--- src/rtl/fetch_stage_if.sv ---
// Fetch-stage bundle: instruction-memory port, decode-side control and the IF/ID register outputs.
// The master side is driven by fetch_stage; the slave side belongs to imem/decode.
interface fetch_stage_if #(
  parameter int ADDR_WIDTH = 32,
  parameter int INST_WIDTH = 32
);
  logic [ADDR_WIDTH-1:0] imem_addr;
  logic [INST_WIDTH-1:0] imem_inst;
  logic                  stall;
  logic                  redirect_valid;
  logic [ADDR_WIDTH-1:0] redirect_pc;
  logic                  if_id_valid;
  logic [ADDR_WIDTH-1:0] if_id_pc;
  logic [ADDR_WIDTH-1:0] if_id_pc_plus4;
  logic [INST_WIDTH-1:0] if_id_inst;
  logic                  fault;
  logic [ADDR_WIDTH-1:0] fault_addr;
  logic [31:0]           fetch_count;

  modport master (
    output imem_addr, if_id_valid, if_id_pc, if_id_pc_plus4, if_id_inst,
           fault, fault_addr, fetch_count,
    input  imem_inst, stall, redirect_valid, redirect_pc
  );

  modport slave (
    input  imem_addr, if_id_valid, if_id_pc, if_id_pc_plus4, if_id_inst,
           fault, fault_addr, fetch_count,
    output imem_inst, stall, redirect_valid, redirect_pc
  );
endinterface

--- src/rtl/fetch_stage.sv ---
// RV32 instruction fetch: PC register, combinational imem address, IF/ID capture one edge after addressing.
// stall holds PC and IF/ID; an aligned redirect overrides stall and flushes; a misaligned one traps until reset.
module fetch_stage #(
  parameter int                    ADDR_WIDTH = 32,
  parameter int                    INST_WIDTH = 32,
  parameter logic [ADDR_WIDTH-1:0] RESET_PC   = 32'h0000_0000,
  parameter logic [INST_WIDTH-1:0] NOP_INST   = 32'h0000_0013
) (
  input logic          clk,
  input logic          reset,
  fetch_stage_if.master fif
);

  typedef enum logic [1:0] {BOOT, RUN, FAULT} state_t;

  state_t                state;
  logic [ADDR_WIDTH-1:0] pc;
  logic [ADDR_WIDTH-1:0] pc_plus4;
  logic                  if_id_valid;
  logic [ADDR_WIDTH-1:0] if_id_pc;
  logic [ADDR_WIDTH-1:0] if_id_pc_plus4;
  logic [INST_WIDTH-1:0] if_id_inst;
  logic                  fault;
  logic [ADDR_WIDTH-1:0] fault_addr;
  logic [31:0]           fetch_count;

  // Wraps modulo 2^ADDR_WIDTH; the top word simply rolls over to address 0.
  assign pc_plus4 = pc + ADDR_WIDTH'(4);

  assign fif.imem_addr      = pc;
  assign fif.if_id_valid    = if_id_valid;
  assign fif.if_id_pc       = if_id_pc;
  assign fif.if_id_pc_plus4 = if_id_pc_plus4;
  assign fif.if_id_inst     = if_id_inst;
  assign fif.fault          = fault;
  assign fif.fault_addr     = fault_addr;
  assign fif.fetch_count    = fetch_count;

  always_ff @(posedge clk or posedge reset) begin
    if (reset) begin
      state          <= BOOT;
      pc             <= RESET_PC;
      if_id_valid    <= 1'b0;
      if_id_pc       <= '0;
      if_id_pc_plus4 <= '0;
      if_id_inst     <= NOP_INST;
      fault          <= 1'b0;
      fault_addr     <= '0;
      fetch_count    <= '0;
    end else begin
      case (state)
        BOOT: state <= RUN;
        RUN: begin
          if (fif.redirect_valid && (fif.redirect_pc[1:0] != 2'b00)) begin
            state       <= FAULT;
            fault       <= 1'b1;
            fault_addr  <= fif.redirect_pc;
            if_id_valid <= 1'b0;
            if_id_inst  <= NOP_INST;
          end else if (fif.redirect_valid) begin
            // Flush leaves the stale IF/ID PC fields; only valid/inst are meaningful.
            pc          <= fif.redirect_pc;
            if_id_valid <= 1'b0;
            if_id_inst  <= NOP_INST;
          end else if (!fif.stall) begin
            if_id_valid    <= 1'b1;
            if_id_pc       <= pc;
            if_id_pc_plus4 <= pc_plus4;
            if_id_inst     <= fif.imem_inst;
            pc             <= pc_plus4;
            fetch_count    <= fetch_count + 32'd1;
          end
        end
        FAULT: state <= FAULT;
        default: state <= FAULT;
      endcase
    end
  end

endmodule

--- src/flat_wrapper.sv ---
// flat-port wrapper written by rule: the top's interface ports become plain ports
module fetch_stage_flat 
#(
  parameter int                    ADDR_WIDTH = 32,
  parameter int                    INST_WIDTH = 32,
  parameter logic [ADDR_WIDTH-1:0] RESET_PC   = 32'h0000_0000,
  parameter logic [INST_WIDTH-1:0] NOP_INST   = 32'h0000_0013
)
  (clk, reset, fif_imem_addr, fif_if_id_valid, fif_if_id_pc, fif_if_id_pc_plus4, fif_if_id_inst, fif_fault, fif_fault_addr, fif_fetch_count, fif_imem_inst, fif_stall, fif_redirect_valid, fif_redirect_pc);
  fetch_stage_if #(.ADDR_WIDTH(ADDR_WIDTH), .INST_WIDTH(INST_WIDTH)) fif_i ();
  input logic clk;
  input logic reset;
  output wire logic [$bits(fif_i.imem_addr)-1:0] fif_imem_addr;
  output wire logic [$bits(fif_i.if_id_valid)-1:0] fif_if_id_valid;
  output wire logic [$bits(fif_i.if_id_pc)-1:0] fif_if_id_pc;
  output wire logic [$bits(fif_i.if_id_pc_plus4)-1:0] fif_if_id_pc_plus4;
  output wire logic [$bits(fif_i.if_id_inst)-1:0] fif_if_id_inst;
  output wire logic [$bits(fif_i.fault)-1:0] fif_fault;
  output wire logic [$bits(fif_i.fault_addr)-1:0] fif_fault_addr;
  output wire logic [$bits(fif_i.fetch_count)-1:0] fif_fetch_count;
  input wire logic [$bits(fif_i.imem_inst)-1:0] fif_imem_inst;
  input wire logic [$bits(fif_i.stall)-1:0] fif_stall;
  input wire logic [$bits(fif_i.redirect_valid)-1:0] fif_redirect_valid;
  input wire logic [$bits(fif_i.redirect_pc)-1:0] fif_redirect_pc;
  assign fif_imem_addr = fif_i.imem_addr;
  assign fif_if_id_valid = fif_i.if_id_valid;
  assign fif_if_id_pc = fif_i.if_id_pc;
  assign fif_if_id_pc_plus4 = fif_i.if_id_pc_plus4;
  assign fif_if_id_inst = fif_i.if_id_inst;
  assign fif_fault = fif_i.fault;
  assign fif_fault_addr = fif_i.fault_addr;
  assign fif_fetch_count = fif_i.fetch_count;
  assign fif_i.imem_inst = fif_imem_inst;
  assign fif_i.stall = fif_stall;
  assign fif_i.redirect_valid = fif_redirect_valid;
  assign fif_i.redirect_pc = fif_redirect_pc;
  fetch_stage #(.ADDR_WIDTH(ADDR_WIDTH), .INST_WIDTH(INST_WIDTH), .RESET_PC(RESET_PC), .NOP_INST(NOP_INST)) u_core (.clk(clk), .reset(reset), .fif(fif_i));
endmodule
--- config.mk ---
export PLATFORM = sky130hd
export DESIGN_NAME = fetch_stage_flat
export DESIGN_NICKNAME = d
export VERILOG_FILES = /design/src/rtl/fetch_stage_if.sv /design/src/rtl/fetch_stage.sv /design/src/flat_wrapper.sv
export SDC_FILE = /design/constraint.sdc
export NUM_CORES = 1
export LEC_CHECK = 0
export ABC_AREA = 1
export BUFFER_PORTS_ARGS = -buffer_cell sky130_fd_sc_hd__buf_2
export CAP_MARGIN = 0
export CORE_MARGIN = 1.5
export CORE_UTILIZATION = 52
export CTS_CLUSTER_DIAMETER = 30
export DETAILED_ROUTE_END_ITERATION = 6
export HOLD_SLACK_MARGIN = 0.12
export PLACE_DENSITY = 0.77
export SLEW_MARGIN = 15
export SYNTH_ARGS = -nofsm -noshare
export SYNTH_HDL_FRONTEND = slang
export SYNTH_SLANG_ARGS = --single-unit
--- constraint.sdc ---
create_clock -name clk -period 8.2 [get_ports clk]
set_input_delay 1.23 -clock clk [delete_from_list [all_inputs] [get_ports clk]]
set_output_delay 1.23 -clock clk [all_outputs]
set_load 0.01 [all_outputs]
==> impl_metrics.env <==
export IMPL_syn_inst=1084
export IMPL_area_growth_pct=22.9
export IMPL_use_met3=0.0712
export IMPL_dieWidth_um=134
export IMPL_viasPerCell=5.22
export IMPL_timing_fmax_ghz=0.252
export IMPL_r2r_start="u_core.state[1]"
export IMPL_use_met1=0.401
export IMPL_cts_tree="done"
export IMPL_die_h_um=134
export IMPL_cp_end_kind="flip-flop"
export IMPL_post_route_drc_count=0
export IMPL_max_slew_margin=0.344
export IMPL_finClkSkew_ns=0.0114
export IMPL_path_max_fanout=45
export IMPL_leakagePower_uw=0.00597
export IMPL_r2r_setup_slack_ns=5.49
export IMPL_timing_rr_end="u_core.fif.imem_addr[7]"
export IMPL_ys_warnings_count=0
export IMPL_post_cts_setup_buffer_count=0
export IMPL_grt_pass1_vias=7433
export IMPL_core_um2=16600
export IMPL_fin_crit_sh=0.484
export IMPL_post_cts_resized=0
export IMPL_ant_nets=0
export IMPL_r2r_cells=7
export IMPL_synth_adder_area_share=0.00282
export IMPL_synth_simple_area_share=0.260
export IMPL_nFillCells=1438
export IMPL_routed_wl_um=25000
export IMPL_drt_first_pass_iters=6
export IMPL_grt_max_degree=116
export IMPL_antenna_cells=0
export IMPL_syn_area_um2=8880
export IMPL_portBuffers=261
export IMPL_power_per_cell_area_nw_per_um2=347
export IMPL_track_usage=0.283
export IMPL_vdd_drop_max_mv=0.180
export IMPL_drtIter0Drc=739
export IMPL_drive_gt1_frac=0.240
export IMPL_clock_sinks=194
export IMPL_fin_tns_setup_ns=0
export IMPL_initial_utilization=0.533
export IMPL_dp_hpwl_um=18200
export IMPL_worst_slew_pin_slew_ns=0.985
export IMPL_htree_levels=4
export IMPL_synth_distinct_cells=35
export IMPL_synth_top_family_by_area="simple AND/OR/NAND/NOR gates"
export IMPL_rsz0062_at_grt="no"
export IMPL_place_area_um2=10300
export IMPL_grt_busiest_layer="met2"
export IMPL_max_clock_path_buffers=2
export IMPL_hold_path_class="flip-flop to flip-flop"
export IMPL_grt_pass1_wl_um=39300
export IMPL_ctsHoldBuffers=0
export IMPL_clockRootBuffer="clkbuf_16"
export IMPL_place_congestion=0.918
export IMPL_grt_remaining_overflow=0
export IMPL_hold_viol=0
export IMPL_maxCapViolCount=0
export IMPL_min_path_cells=2
export IMPL_cp_arrival_ns=4.32
export IMPL_nets=1394
export IMPL_met2_usage=0.437
export IMPL_p_total_uw=3790
export IMPL_clock_latency_ns=0.44
export IMPL_synth_compound_area_frac=0.101
export IMPL_required_ns=8.55
export IMPL_num_vias=8127
export IMPL_fin_crit_ns=3.97
export IMPL_synth_nets=1154
export IMPL_pin_count=262
export IMPL_wl_per_cell_um=16.1
export IMPL_dieArea_um2=17900
export IMPL_setup_viol=0
export IMPL_yosysSeqAreaShare=0.547
export IMPL_critical_path_class="primary input to flip-flop"
export IMPL_cts_buffers_inserted=17
export IMPL_final_max_slew_viol_count=0
export IMPL_hold_end="u_core.fif.fault_addr[11]"
export IMPL_worstHoldStart="u_core.fif.fault_addr[11]"
export IMPL_clk_pin_slew_worst_paths_ns=0.07
export IMPL_final_util=0.656
export IMPL_antenna_found_initial=1
export IMPL_synthXorXnorAreaFrac=0.0266
export IMPL_syn_avg_cell_area_um2=8.19
export IMPL_rows=47
export IMPL_synthMuxAreaShare=0
export IMPL_startpoint_type="primary input"
export IMPL_status="completed"
export IMPL_synth_seq_cells=194
export IMPL_stdcell_area_um2=10900
[cell families (layout without fill, tap and decap cells)]
| group | count (synthesis) | in the layout |
|---|---|---|
| adder cells (fa/ha/maj) | 2 | 2 |
| buffers and inverters | 134 | 386 |
| AO/OA/AOI/OAI | 154 | 154 |
| flip-flops | 194 | 194 |
| XOR/XNOR | 27 | 27 |
| AND/OR/NAND/NOR | 573 | 573 |
[layer usage]
metal,up-vias,share of wire
met2,364,0.45
met3,40,0.079
met4,2,0.019
met5,-,0.00032
li1,3902,-
met1,3819,0.45
[worst max-delay path, stage by stage]
cell,delay (ns)
buf_2,0.64
inv_4,0.29
nand2_4,0.17
nand2_4,0.24
nor2_2,0.70
inv_2,0.50
a21oi_1,0.28
o21ai_0,0.12
o21ai_0,0.11
[registers in the layout (all words and copies together), names as in the netlist]
register and flops:
u_core.fif.if_id_inst 32, u_core.state 2, u_core.fif.fault_addr 32, u_core.fif.if_id_pc 30, u_core.fif.if_id_valid 1, u_core.fif.if_id_pc_plus4 32
u_core.fif.fault 1, u_core.fif.fetch_count 32, u_core.fif.imem_addr 32
[placed cells by master (no fill, tap or decap), drive strengths merged, types with 6 or more instances in the layout]
cell type  instances
nand2            416
clkbuf            20
nand3b             6
inv               93
a22o              29
a21oi             32
xor2              21
buf              265
dfrtp            191
nor2             105
xnor2              6
o21ai             84
nand3             39
[synth_stat cells]
cell type	instances	area, µm²
dfstp_2	3	78.8
nor3b_1	1	7.51
buf_6	1	11.3
nor2_2	12	75.1
nor4_1	1	6.26
nand3b_1	6	45.0
or2_2	1	6.26
buf_4	7	52.6
a31oi_1	3	18.8
o21ai_1	1	5.00
nor2_1	92	345
nor2_4	1	11.3
inv_2	3	11.3
inv_4	1	6.26
a22o_1	29	254
inv_1	86	323
nand2_1	414	1550
o21ai_0	83	415
nand3_4	1	17.5
clkbuf_1	24	90.1
a32o_1	1	10.0
nand4_1	2	12.5
o21bai_1	2	15.0
ha_1	2	25.0
o211ai_1	2	15.0
nor3_1	2	10.0
buf_2	11	55.1
o22ai_1	1	6.26
nand2_4	2	22.5
xor2_1	21	184
a21oi_1	32	160
buf_1	1	3.75
nand3_1	38	190
dfrtp_1	191	4780
xnor2_1	6	52.6
[metrics by stage]
stage / setup slack [ns] / hold WS (ns) / std cells
after floorplan: 1.69 / 0.465 / 1084
after global placement: 3.98 / 0.449 / 1525
after detailed placement: 3.82 / 0.456 / 1525
after CTS: 4.27 / 0.472 / 1556
after global routing: 3.89 / 0.492 / 1556
final: 4.23 / 0.467 / 1556
[final cells by class]
type	instances	area, µm²	share of cell area
Clock buffer	20	457	0.0418
Clock inverter	11	174	0.0159
Inverter	90	348	0.0319
Multi-Input combinational cell	756	3460	0.317
Sequential cell	194	4860	0.445
Tap cell	220	275	0.0252
Timing Repair Buffer	265	1340	0.122
[worst max-delay path by stage]
stage	to	slack, ns	from
after floorplan	u_core.fif.fault	1.69	reset
after global routing	u_core.fif.imem_addr[7]	3.89	fif_redirect_valid
final	u_core.fif.imem_addr[7]	4.23	fif_redirect_valid
after detailed placement	u_core.fif.imem_addr[7]	3.82	fif_redirect_valid
after CTS	u_core.fif.imem_addr[7]	4.27	fif_redirect_valid
after global placement	u_core.fif.imem_addr[8]	3.98	fif_redirect_valid
[power by group]
| group | total, µW | leakage [µW] | internal (µW) | switching [µW] |
|---|---|---|---|---|
| Clock | 893 | 0.000311 | 529 | 364 |
| Combinational | 1260 | 0.00316 | 506 | 750 |
| Sequential | 1640 | 0.00250 | 1330 | 305 |
| Total | 3790 | 0.00597 | 2370 | 1420 |
No activity file was read; power rests on OpenSTA's default activity.
